<file path="src/rtl/hazard_pkg.sv">
// Shared types and widths for the pipeline hazard controller.
// Latency: n/a (declarations only).
// Backpressure: n/a.
package hazard_pkg;

  // Register-file address width (32 architectural registers, x0 hard-wired to zero).
  localparam int REG_ADDR_W = 5;

  // Width of the performance counters; they wrap modulo 2^PERF_CNT_W.
  localparam int PERF_CNT_W = 32;

  // Width of the memory-wait cycle counter; it saturates rather than wraps.
  localparam int WAIT_CNT_W = 16;

  // Controller states.
  //   RUN      : normal flow, hazards handled cycle by cycle.
  //   MEM_WAIT : data memory has been stalling the MEM stage.
  //   ERROR    : memory stall exceeded the timeout; only reset leaves it.
  typedef enum logic [1:0] {
    RUN      = 2'd0,
    MEM_WAIT = 2'd1,
    ERROR    = 2'd2
  } hazard_state_e;

  // Saturating increment for the wait counter.
  function automatic logic [WAIT_CNT_W-1:0] sat_inc(input logic [WAIT_CNT_W-1:0] val);
    logic [WAIT_CNT_W-1:0] res;
    res = val;
    if (val != {WAIT_CNT_W{1'b1}}) begin
      res = val + {{(WAIT_CNT_W-1){1'b0}}, 1'b1};
    end
    return res;
  endfunction

endpackage

</file>
<file path="src/rtl/hazard_load_use_detect.sv">
// Load-use comparator: flags an ID instruction that reads the register a load in EX writes.
// Latency: purely combinational, zero cycles.
// Backpressure: none; the result is consumed by the hazard FSM in the same cycle.
//
// Ports:
//   rs1_id, rs2_id   : source registers of the ID instruction
//   use_rs1, use_rs2 : ID instruction actually reads rs1 / rs2
//   rd_ex            : destination register of the EX instruction
//   mem_read_ex      : EX instruction is a load
//   load_use         : a one-bubble stall is needed
module hazard_load_use_detect
  import hazard_pkg::*;
(
  input  logic [REG_ADDR_W-1:0] rs1_id,
  input  logic [REG_ADDR_W-1:0] rs2_id,
  input  logic                  use_rs1,
  input  logic                  use_rs2,
  input  logic [REG_ADDR_W-1:0] rd_ex,
  input  logic                  mem_read_ex,
  output logic                  load_use
);

  logic rd_nonzero;
  logic rs1_hit;
  logic rs2_hit;

  // x0 is never written, so a load targeting it cannot create a dependency.
  assign rd_nonzero = (rd_ex != '0);
  assign rs1_hit    = use_rs1 & (rs1_id == rd_ex);
  assign rs2_hit    = use_rs2 & (rs2_id == rd_ex);

  assign load_use   = mem_read_ex & rd_nonzero & (rs1_hit | rs2_hit);

endmodule

</file>
<file path="src/rtl/pipeline_hazard_ctrl.sv">
// Pipeline hazard controller: stall/flush generation for load-use, taken branches and slow data memory.
// Latency: stall/flush outputs are combinational from state and current inputs; memError_Out follows the state register.
// Backpressure: memory wait stalls IF..MEM and bubbles WB; a memory stall that outlives MEM_TIMEOUT freezes the pipe in ERROR until rst.
//
// Optional feature: define HAZARD_PERF_CNT_EN to build the stall/flush performance counters;
// otherwise stallCount_Out / flushCount_Out are constant 0 and no counter flops exist.
//
// Ports:
//   clk, rst                  : clock (rising edge) and asynchronous active-high reset
//   rs1_Id_In, rs2_Id_In      : ID-stage source registers; useRs1_Id_In/useRs2_Id_In qualify them
//   rd_Ex_In, memRead_Ex_In   : EX-stage destination and "is a load" flag
//   branchTaken_Ex_In         : taken branch/jump resolved in EX
//   dMemReq_Mem_In            : MEM-stage data access active
//   dMemReady_Mem_In          : data memory completes the access this cycle
//   stall_*_Out               : hold PC, IF/ID, ID/EX, EX/MEM
//   flush_*_Out               : bubble into IF/ID, ID/EX, MEM/WB
//   memError_Out              : sticky memory-timeout flag
//   stallCount_Out            : cycles with stall_IF_Out high
//   flushCount_Out            : cycles with flush_ID_Out or flush_EX_Out high
module pipeline_hazard_ctrl
  import hazard_pkg::*;
#(
  parameter int MEM_TIMEOUT = 16
) (
  input  logic                  clk,
  input  logic                  rst,
  input  logic [REG_ADDR_W-1:0] rs1_Id_In,
  input  logic [REG_ADDR_W-1:0] rs2_Id_In,
  input  logic                  useRs1_Id_In,
  input  logic                  useRs2_Id_In,
  input  logic [REG_ADDR_W-1:0] rd_Ex_In,
  input  logic                  memRead_Ex_In,
  input  logic                  branchTaken_Ex_In,
  input  logic                  dMemReq_Mem_In,
  input  logic                  dMemReady_Mem_In,
  output logic                  stall_IF_Out,
  output logic                  stall_ID_Out,
  output logic                  stall_EX_Out,
  output logic                  stall_MEM_Out,
  output logic                  flush_ID_Out,
  output logic                  flush_EX_Out,
  output logic                  flush_WB_Out,
  output logic                  memError_Out,
  output logic [PERF_CNT_W-1:0] stallCount_Out,
  output logic [PERF_CNT_W-1:0] flushCount_Out
);

  // The cycle that takes the FSM from RUN into MEM_WAIT is itself a wait cycle,
  // and waitCnt is cleared on that entry. The MEM_WAIT cycle whose increment
  // brings waitCnt to MEM_TIMEOUT-1 is therefore the MEM_TIMEOUT-th consecutive
  // wait cycle; if memory is still not ready there, the next state is ERROR.
  localparam logic [31:0] LAST_WAIT = 32'(MEM_TIMEOUT - 1);

  hazard_state_e         state;
  hazard_state_e         state_nxt;
  logic [WAIT_CNT_W-1:0] wait_cnt;
  logic [WAIT_CNT_W-1:0] wait_cnt_nxt;
  logic [WAIT_CNT_W-1:0] wait_cnt_inc;
  logic                  timeout_hit;

  logic                  load_use;
  logic                  mem_wait;

  logic                  stall_if_c;
  logic                  stall_id_c;
  logic                  stall_ex_c;
  logic                  stall_mem_c;
  logic                  flush_id_c;
  logic                  flush_ex_c;
  logic                  flush_wb_c;

  // --------------------------------------------------------------------------
  // Hazard conditions
  // --------------------------------------------------------------------------
  hazard_load_use_detect u_load_use (
    .rs1_id      (rs1_Id_In),
    .rs2_id      (rs2_Id_In),
    .use_rs1     (useRs1_Id_In),
    .use_rs2     (useRs2_Id_In),
    .rd_ex       (rd_Ex_In),
    .mem_read_ex (memRead_Ex_In),
    .load_use    (load_use)
  );

  assign mem_wait     = dMemReq_Mem_In & ~dMemReady_Mem_In;
  assign wait_cnt_inc = sat_inc(wait_cnt);
  assign timeout_hit  = ({{(32-WAIT_CNT_W){1'b0}}, wait_cnt_inc} >= LAST_WAIT);

  // --------------------------------------------------------------------------
  // State register
  // --------------------------------------------------------------------------
  always_ff @(posedge clk or posedge rst) begin
    if (rst) begin
      state    <= RUN;
      wait_cnt <= '0;
    end else begin
      state    <= state_nxt;
      wait_cnt <= wait_cnt_nxt;
    end
  end

  // --------------------------------------------------------------------------
  // Next state and stall/flush decode
  // --------------------------------------------------------------------------
  always_comb begin
    state_nxt    = state;
    wait_cnt_nxt = wait_cnt;
    stall_if_c   = 1'b0;
    stall_id_c   = 1'b0;
    stall_ex_c   = 1'b0;
    stall_mem_c  = 1'b0;
    flush_id_c   = 1'b0;
    flush_ex_c   = 1'b0;
    flush_wb_c   = 1'b0;

    unique case (state)
      RUN: begin
        if (mem_wait) begin
          state_nxt    = MEM_WAIT;
          wait_cnt_nxt = '0;
        end
      end
      MEM_WAIT: begin
        if (!mem_wait) begin
          // Ready (or request dropped) wins even in the last allowed cycle.
          state_nxt = RUN;
        end else begin
          wait_cnt_nxt = wait_cnt_inc;
          if (timeout_hit) begin
            state_nxt = ERROR;
          end
        end
      end
      ERROR: begin
        state_nxt = ERROR;
      end
      default: begin
        state_nxt    = RUN;
        wait_cnt_nxt = '0;
      end
    endcase

    // Output priority: ERROR freeze, then memory wait, then taken branch
    // (which squashes the dependent instruction, so no load-use bubble is
    // needed), then load-use. RUN and MEM_WAIT decode identically, so the
    // ready cycle of a memory wait services a pending branch/load-use.
    if (state == ERROR || mem_wait) begin
      stall_if_c  = 1'b1;
      stall_id_c  = 1'b1;
      stall_ex_c  = 1'b1;
      stall_mem_c = 1'b1;
      flush_wb_c  = 1'b1;
    end else if (branchTaken_Ex_In) begin
      flush_id_c  = 1'b1;
      flush_ex_c  = 1'b1;
    end else if (load_use) begin
      stall_if_c  = 1'b1;
      stall_id_c  = 1'b1;
      flush_ex_c  = 1'b1;
    end
  end

  // Outputs are forced low for as long as rst is held, independent of inputs.
  assign stall_IF_Out  = stall_if_c  & ~rst;
  assign stall_ID_Out  = stall_id_c  & ~rst;
  assign stall_EX_Out  = stall_ex_c  & ~rst;
  assign stall_MEM_Out = stall_mem_c & ~rst;
  assign flush_ID_Out  = flush_id_c  & ~rst;
  assign flush_EX_Out  = flush_ex_c  & ~rst;
  assign flush_WB_Out  = flush_wb_c  & ~rst;
  assign memError_Out  = (state == ERROR) & ~rst;

  // --------------------------------------------------------------------------
  // Performance counters
  // --------------------------------------------------------------------------
`ifdef HAZARD_PERF_CNT_EN
  localparam logic [PERF_CNT_W-1:0] CNT_ONE = {{(PERF_CNT_W-1){1'b0}}, 1'b1};

  logic [PERF_CNT_W-1:0] stall_cnt;
  logic [PERF_CNT_W-1:0] flush_cnt;

  always_ff @(posedge clk or posedge rst) begin
    if (rst) begin
      stall_cnt <= '0;
      flush_cnt <= '0;
    end else begin
      if (stall_IF_Out) begin
        stall_cnt <= stall_cnt + CNT_ONE;
      end
      if (flush_ID_Out || flush_EX_Out) begin
        flush_cnt <= flush_cnt + CNT_ONE;
      end
    end
  end

  assign stallCount_Out = stall_cnt;
  assign flushCount_Out = flush_cnt;
`else
  assign stallCount_Out = '0;
  assign flushCount_Out = '0;
`endif

endmodule

</file>
<file path="config.mk">
export PLATFORM = sky130hd
export DESIGN_NAME = pipeline_hazard_ctrl
export DESIGN_NICKNAME = d
export VERILOG_FILES = /design/src/rtl/hazard_pkg.sv /design/src/rtl/hazard_load_use_detect.sv /design/src/rtl/pipeline_hazard_ctrl.sv
export SDC_FILE = /design/constraint.sdc
export NUM_CORES = 1
export LEC_CHECK = 0
export BUFFER_PORTS_ARGS = -buffer_cell sky130_fd_sc_hd__buf_2
export CORE_ASPECT_RATIO = 0.9
export CORE_MARGIN = 2
export CORE_UTILIZATION = 43
export DETAILED_ROUTE_END_ITERATION = 16
export PLACE_DENSITY_LB_ADDON = 0.3
export SKIP_LAST_GASP = 1
export SLEW_MARGIN = 10
export SYNTH_ARGS = -nofsm -noshare
export SYNTH_HDL_FRONTEND = slang
export SYNTH_SLANG_ARGS = --single-unit
</file>
<file path="constraint.sdc">
create_clock -name clk -period 2 [get_ports clk]
set_input_delay 0.4 -clock clk [delete_from_list [all_inputs] [get_ports clk]]
set_output_delay 0.4 -clock clk [all_outputs]
set_load 0.03 [all_outputs]
</file>
Word level (Yosys, flattened, before mapping)
Cells that the tools add are included.
Widths: inputs -> output; s select.

storage, ports and cells
  input bits = 23
  register bits after elaboration = 18

cells by class
  reduce and logical (&&, ||, !) cells = 5
  bitwise logic cells = 14
  equality and inequality tests = 8
  $add $sub $neg = 1
  multiplexer cells = 16
  order comparisons = 1

operators by type and width
  operator               number
  $mux 16                3
  $pmux 16 s3            1
  $add 16x1->16 const B  1
  $ge 16x4->1 const B    1
  $ne 16x16->1 const B   1
  $and 1x1->1            10
  $eq 5x5->1             2
  $mux 1                 8
  $mux 2                 3
  $pmux 2 s3             1
  $reduce_bool 5->1      1
  $ne 2x2->1 const B     2
  $ne 3x3->1 const B     1
  $not 1->1              3
  $reduce_and 3->1       1
  $eq 2x1->1 const B     1
  $eq 2x2->1 const B     1
  $logic_not 2->1        1
  $reduce_and 2->1       1
  $logic_or 1x1->1       1
  $or 1x1->1             1

Longest topological paths before layout
  word-level depth = 8
  gate-level depth with buffers = 8
  gate-level depth less buffers = 7

Hierarchy
From an unflattened synthesis, not the netlist that was laid out.

unflattened totals
  cell total of the unflattened synthesis = 249
  area total of the unflattened synthesis = 1,948.1 sq um

modules (own cells, without submodules)
  module                  cells an instance  seq. area each (sq um)  area each (sq um)  instances
  pipeline_hazard_ctrl    232                450.4                   1,814.2            1
  hazard_load_use_detect  17                 0.0                     133.9              1

Least setup slack after synthesis
OpenSTA, ideal clock, no wires.

  path type = input port to output port
  start = input rd_Ex_In[0]
  end = output stall_IF_Out
  data arrival time = 1.940 ns
  stages on the path = 7
  setup slack = -0.340 ns
  required time = 1.600 ns
  path buffers = 1
  cell sequence = xor2_1 nor4_1 and3_1 o221ai_1 o21a_1 nor2_1 buf_4

between the ends
  cells in the longest elaborated chain, start to end = 8
  elaborated cells on any way between the ends = 12
  classes of those cells = eq/ne (2); mux (3); bitwise (6); reduce/logical (1)

ends and longest elaborated chain
  what                                   line                                                        text
  start: declaration                     pipeline_hazard_ctrl.sv:31                                  input logic [REG_ADDR_W-1:0] rd_Ex_In,
  $eq 5x5->1, on equally long branches   hazard_load_use_detect.sv:29, hazard_load_use_detect.sv:30
  $and 1x1->1, on equally long branches  hazard_load_use_detect.sv:29, hazard_load_use_detect.sv:30
  $or 1x1->1                             hazard_load_use_detect.sv:32                                assign load_use = mem_read_ex & rd_nonzero & (rs1_hit | rs2_hit);
  $and 1x1->1 *                          hazard_load_use_detect.sv:32
  $mux 1 * (3 in a row)                  -
  $and 1x1->1 *                          -
  end: declaration                       pipeline_hazard_ctrl.sv:36                                  output logic stall_IF_Out,

Mark *: on every way between the ends. The rest lies on a longest branch, timed or not.

Worst setup path in the final report
  start = input rs2_Id_In[2]
  end = output stall_IF_Out

between the ends
  cells in the longest elaborated chain, start to end = 8

ends and longest elaborated chain
  what                line                          text
  start: declaration  pipeline_hazard_ctrl.sv:28    input logic [REG_ADDR_W-1:0] rs2_Id_In,
  $eq 5x5->1          hazard_load_use_detect.sv:30  assign rs2_hit = use_rs2 & (rs2_id == rd_ex);
  $and 1x1->1         hazard_load_use_detect.sv:30
  $or 1x1->1          hazard_load_use_detect.sv:32
  $and 1x1->1         hazard_load_use_detect.sv:32
  $mux 1              pipeline_hazard_ctrl.sv:156   end else if (load_use) begin
  $mux 1              pipeline_hazard_ctrl.sv:153   end else if (branchTaken_Ex_In) begin
  $mux 1              pipeline_hazard_ctrl.sv:147   if (state == ERROR || mem_wait) begin
  $and 1x1->1         pipeline_hazard_ctrl.sv:164   assign stall_IF_Out = stall_if_c & ~rst;

No other way between the ends.

==> results.py <==
metrics = {
    "status": {
        "status": "finished, violations left",
        "violations": "negative setup slack",
    },
    "floorplanning": {
        "core-area_um2": 4460,
        "initial_core_util_pct": 44.6,
        "dieArea_um2": 5180,
        "fp.dieH_um": 68.5,
        "row_count": 23,
        "ioPinCount": 95,
        "die_w_um": 75.7,
    },
    "synthesis": {
        "synthCells": 250,
        "synth_top_family_by_area": "buffers and inverters",
        "yosys_warnings": 0,
        "synthArstFlopShare_pct": 100,
        "synth_xor_area_share_pct": 5.73,
        "synth_seq_cells": 18,
        "yosysSeqAreaShare_pct": 22.7,
        "synth_compound_area_share_pct": 17.4,
        "synth_area_um2": 1990,
        "yosys.area_share.simple_pct": 23.1,
        "yosys_most_used_dff": "dfrtp_1",
        "synth_mux_area_share_pct": 1.01,
        "synth_edf_count": 0,
        "syn_avg_cell_area_um2": 7.95,
        "yosysUniqueCellTypes": 44,
        "synthAdderAreaFrac_pct": 0.629,
    },
    "clock_network": {
        "htreeDepth": 1,
        "tritoncts": "built",
        "clock_sinks": 18,
        "clk-insertion-delay-late_ps": 260,
        "clk_pin_slew_ps": 70,
        "cts_made_buffers": 3,
        "ctsRootBufferMaster": "clkbuf_8",
        "cts_hold_buf": 0,
        "cts_max_path_buffers": 2,
    },
    "placement": {
        "hpwl_mm": 3.41,
        "io_buffers": 30,
        "dp_slack_ps": -197,
        "placed_area_um2": 2190,
        "gp_congestion": 0.898,
    },
    "worst_setup_path": {
        "critical_path_buf_inv_count": 2,
        "max_stage_delay_ps": 270,
        "critical_path.top_delay_family": "simple AND/OR/NAND/NOR gates",
        "r2r_end": "state[1]",
        "cp_cell_sequence": "buf_6, xor2_1, nor4_2, and3_1, o221ai_2, o21a_1, nor2_4, buf_6",
        "timing.rr.start": "wait_cnt[1]",
        "crit_required_ps": 1600,
        "cp-end-kind": "output pin",
        "path_class": "in -> out",
        "critPathSlowestCell": "nor4_2",
        "rrSetupSlack_ps": -50,
        "cp_common_cell": "buf_6",
        "r2r.worst_path.cells": 7,
        "startpoint_type": "primary input",
        "arrival_ps": 1660,
        "cp_max_fo": 2,
    },
    "grt": {
        "grt_pass1_vias": 1535,
        "grt_pass1_wl_mm": 7.08,
        "grt_max_degree": 19,
        "track_usage_pct": 18.1,
        "antenna_found_initial": 0,
        "overflow": 0,
    },
    "finish": {
        "diodes": 0,
        "nets": 341,
        "drive_above_1_share_pct": 33.7,
        "final_area_um2": 2430,
        "syn_to_final_growth_pct": 22.5,
    },
    "routing": {
        "drt_first_pass_iters": 4,
        "wl_mm": 4.55,
        "drtIter0Drc": 115,
        "wl_per_cell_um": 12.1,
        "viasPerCell": 4.69,
        "ant_nets": 0,
        "vias": 1770,
        "drc": 0,
    },
    "sta": {
        "setup-violations-final": 4,
        "period_minus_slack_ps": 2060,
        "finalCritPeriodShare_pct": 103,
        "clock.fmax_mhz": 485,
        "hold_viol_final": 0,
        "worst_slack_ps": -59.9,
        "rsz0062_at_grt": "yes",
        "maxSlewViolCount": 0,
        "setup-tns-final_ps": -211,
        "hold_ws_ps": 241,
        "skew_ps": 5.74,
    },
    "min_path": {
        "hold_path.class": "in -> async",
    },
    "flow_run": {
        "drv_cap": 0,
    },
    "power": {
        "vdd_drop_max_uv": 203,
        "power_per_cell_area_nw_per_um2": 360,
        "p_leak_nw": 1.17,
    },
}
-- layout by cell type, fill, tap and decap left out, types with 2 or more instances in the layout --
cell type	count
conb_1	64
buf_4	44
buf_2	21
nand2_1	20
o21ai_0	20
dfrtp_1	15
a21oi_1	14
nand3_1	10
buf_6	9
xor2_1	8
nand4_1	6
nor2_1	6
a31oi_1	5
inv_1	5
xnor2_1	5
and3_1	4
a21o_1	4
or4_4	4
nor4_1	3
nor4_4	3
clkbuf_8	3
dfrtp_2	3
nand3_4	2
and2_1	2
o31ai_1	2
and3_4	2
nand3_2	2
and4_1	2
and3_2	2
o211ai_1	2
or3_1	2
-- logic make-up (layout without fill, tap and decap cells) --
group | after synthesis | after routing
buf+inv | 80 | 82
mux | 2 | 2
simple gates | 78 | 78
flops | 18 | 18
xor+xnor | 13 | 13
compound gates | 57 | 57
fa+ha+maj | 1 | 1
other cells | 1 | 64
-- area by class of cell --
cell class | instances | area (um2)
multi-input combinational | 215 | 1310
sequential | 18 | 454
clock buffer | 3 | 41.3
fill | 422 | 2030
tap | 62 | 77.6
inverter | 5 | 18.8
timing repair buffer | 74 | 537
-- per-stage QoR --
stage               cells  power, mW  utilization [%]
floorplan             313      0.668                -
global placement      367      0.608             49.2
detailed placement    367      0.610             49.2
CTS                   376      0.879             52.8
global route          377      0.919             54.6
finish                377      0.876             54.6
-- Yosys cell counts (4+ instances only) --
| cell type | number | share of area (%) |
|---|---|---|
| clkbuf_1 | 4 | 0.75 |
| buf_4 | 68 | 26 |
| a21oi_1 | 14 | 3.5 |
| nand3_1 | 10 | 2.5 |
| xor2_1 | 8 | 3.5 |
| dfrtp_1 | 18 | 23 |
| a31oi_1 | 5 | 1.6 |
| a21o_1 | 4 | 1.5 |
| inv_1 | 5 | 0.94 |
| xnor2_1 | 5 | 2.2 |
| o21ai_0 | 21 | 5.3 |
| and3_1 | 6 | 1.9 |
| nand2_1 | 21 | 4.0 |
| nor2_1 | 8 | 1.5 |
| nor4_1 | 6 | 1.9 |
| nand4_1 | 6 | 1.9 |
-- flip-flops by register name, summed over array words and instances, names as in the netlist --
| name | cells |
|---|---|
| state | 2 |
| wait_cnt | 16 |
-- layer usage --
metal,part of all wire [%],vias up,track usage [%]
li1,-,889,-
met1,46,820,24.1
met2,48,59,30.5
met3,5.4,2,3.34
met4,0.40,0,4.17
met5,0,-,0
-- worst max path at each step --
stage / from / to / slack [ps] / cells past startpoint
6_report: rs2_Id_In[2] / stall_IF_Out / -60 / 8
2_1_floorplan: rd_Ex_In[0] / stall_IF_Out / -60 / 7
3_5_place_dp: rd_Ex_In[0] / stall_ID_Out / -200 / 8
3_3_place_gp: rd_Ex_In[0] / stall_IF_Out / -160 / 8
5_1_grt: wait_cnt[1] / state[1] / -150 / 7
4_1_cts: rs2_Id_In[2] / stall_ID_Out / -90 / 8
-- what timing repair did --
action / 4_1_cts / 5_1_grt
gates resized for setup: 18 / 16
setup endpoints to repair: 5 / 8
pin swaps: 14 / 5
buffers inserted: 6 / 3
gates cloned: 0 / 0
-- where the power goes --
| part | total (mW) | switching (mW) | internal (mW) | leakage, nW |
|---|---|---|---|---|
| clock | 0.257 | 0.123 | 0.134 | 0.0216 |
| combinational | 0.255 | 0.207 | 0.0477 | 0.910 |
| sequential | 0.364 | 0 | 0.364 | 0.241 |
| total | 0.876 | 0.330 | 0.546 | 1.17 |
-- tightest hold or removal path, stage by stage --
cell and delay, ps:
buf_2 130, inv_1 80, buf_4 260
(Power assumes the default switching activity.)
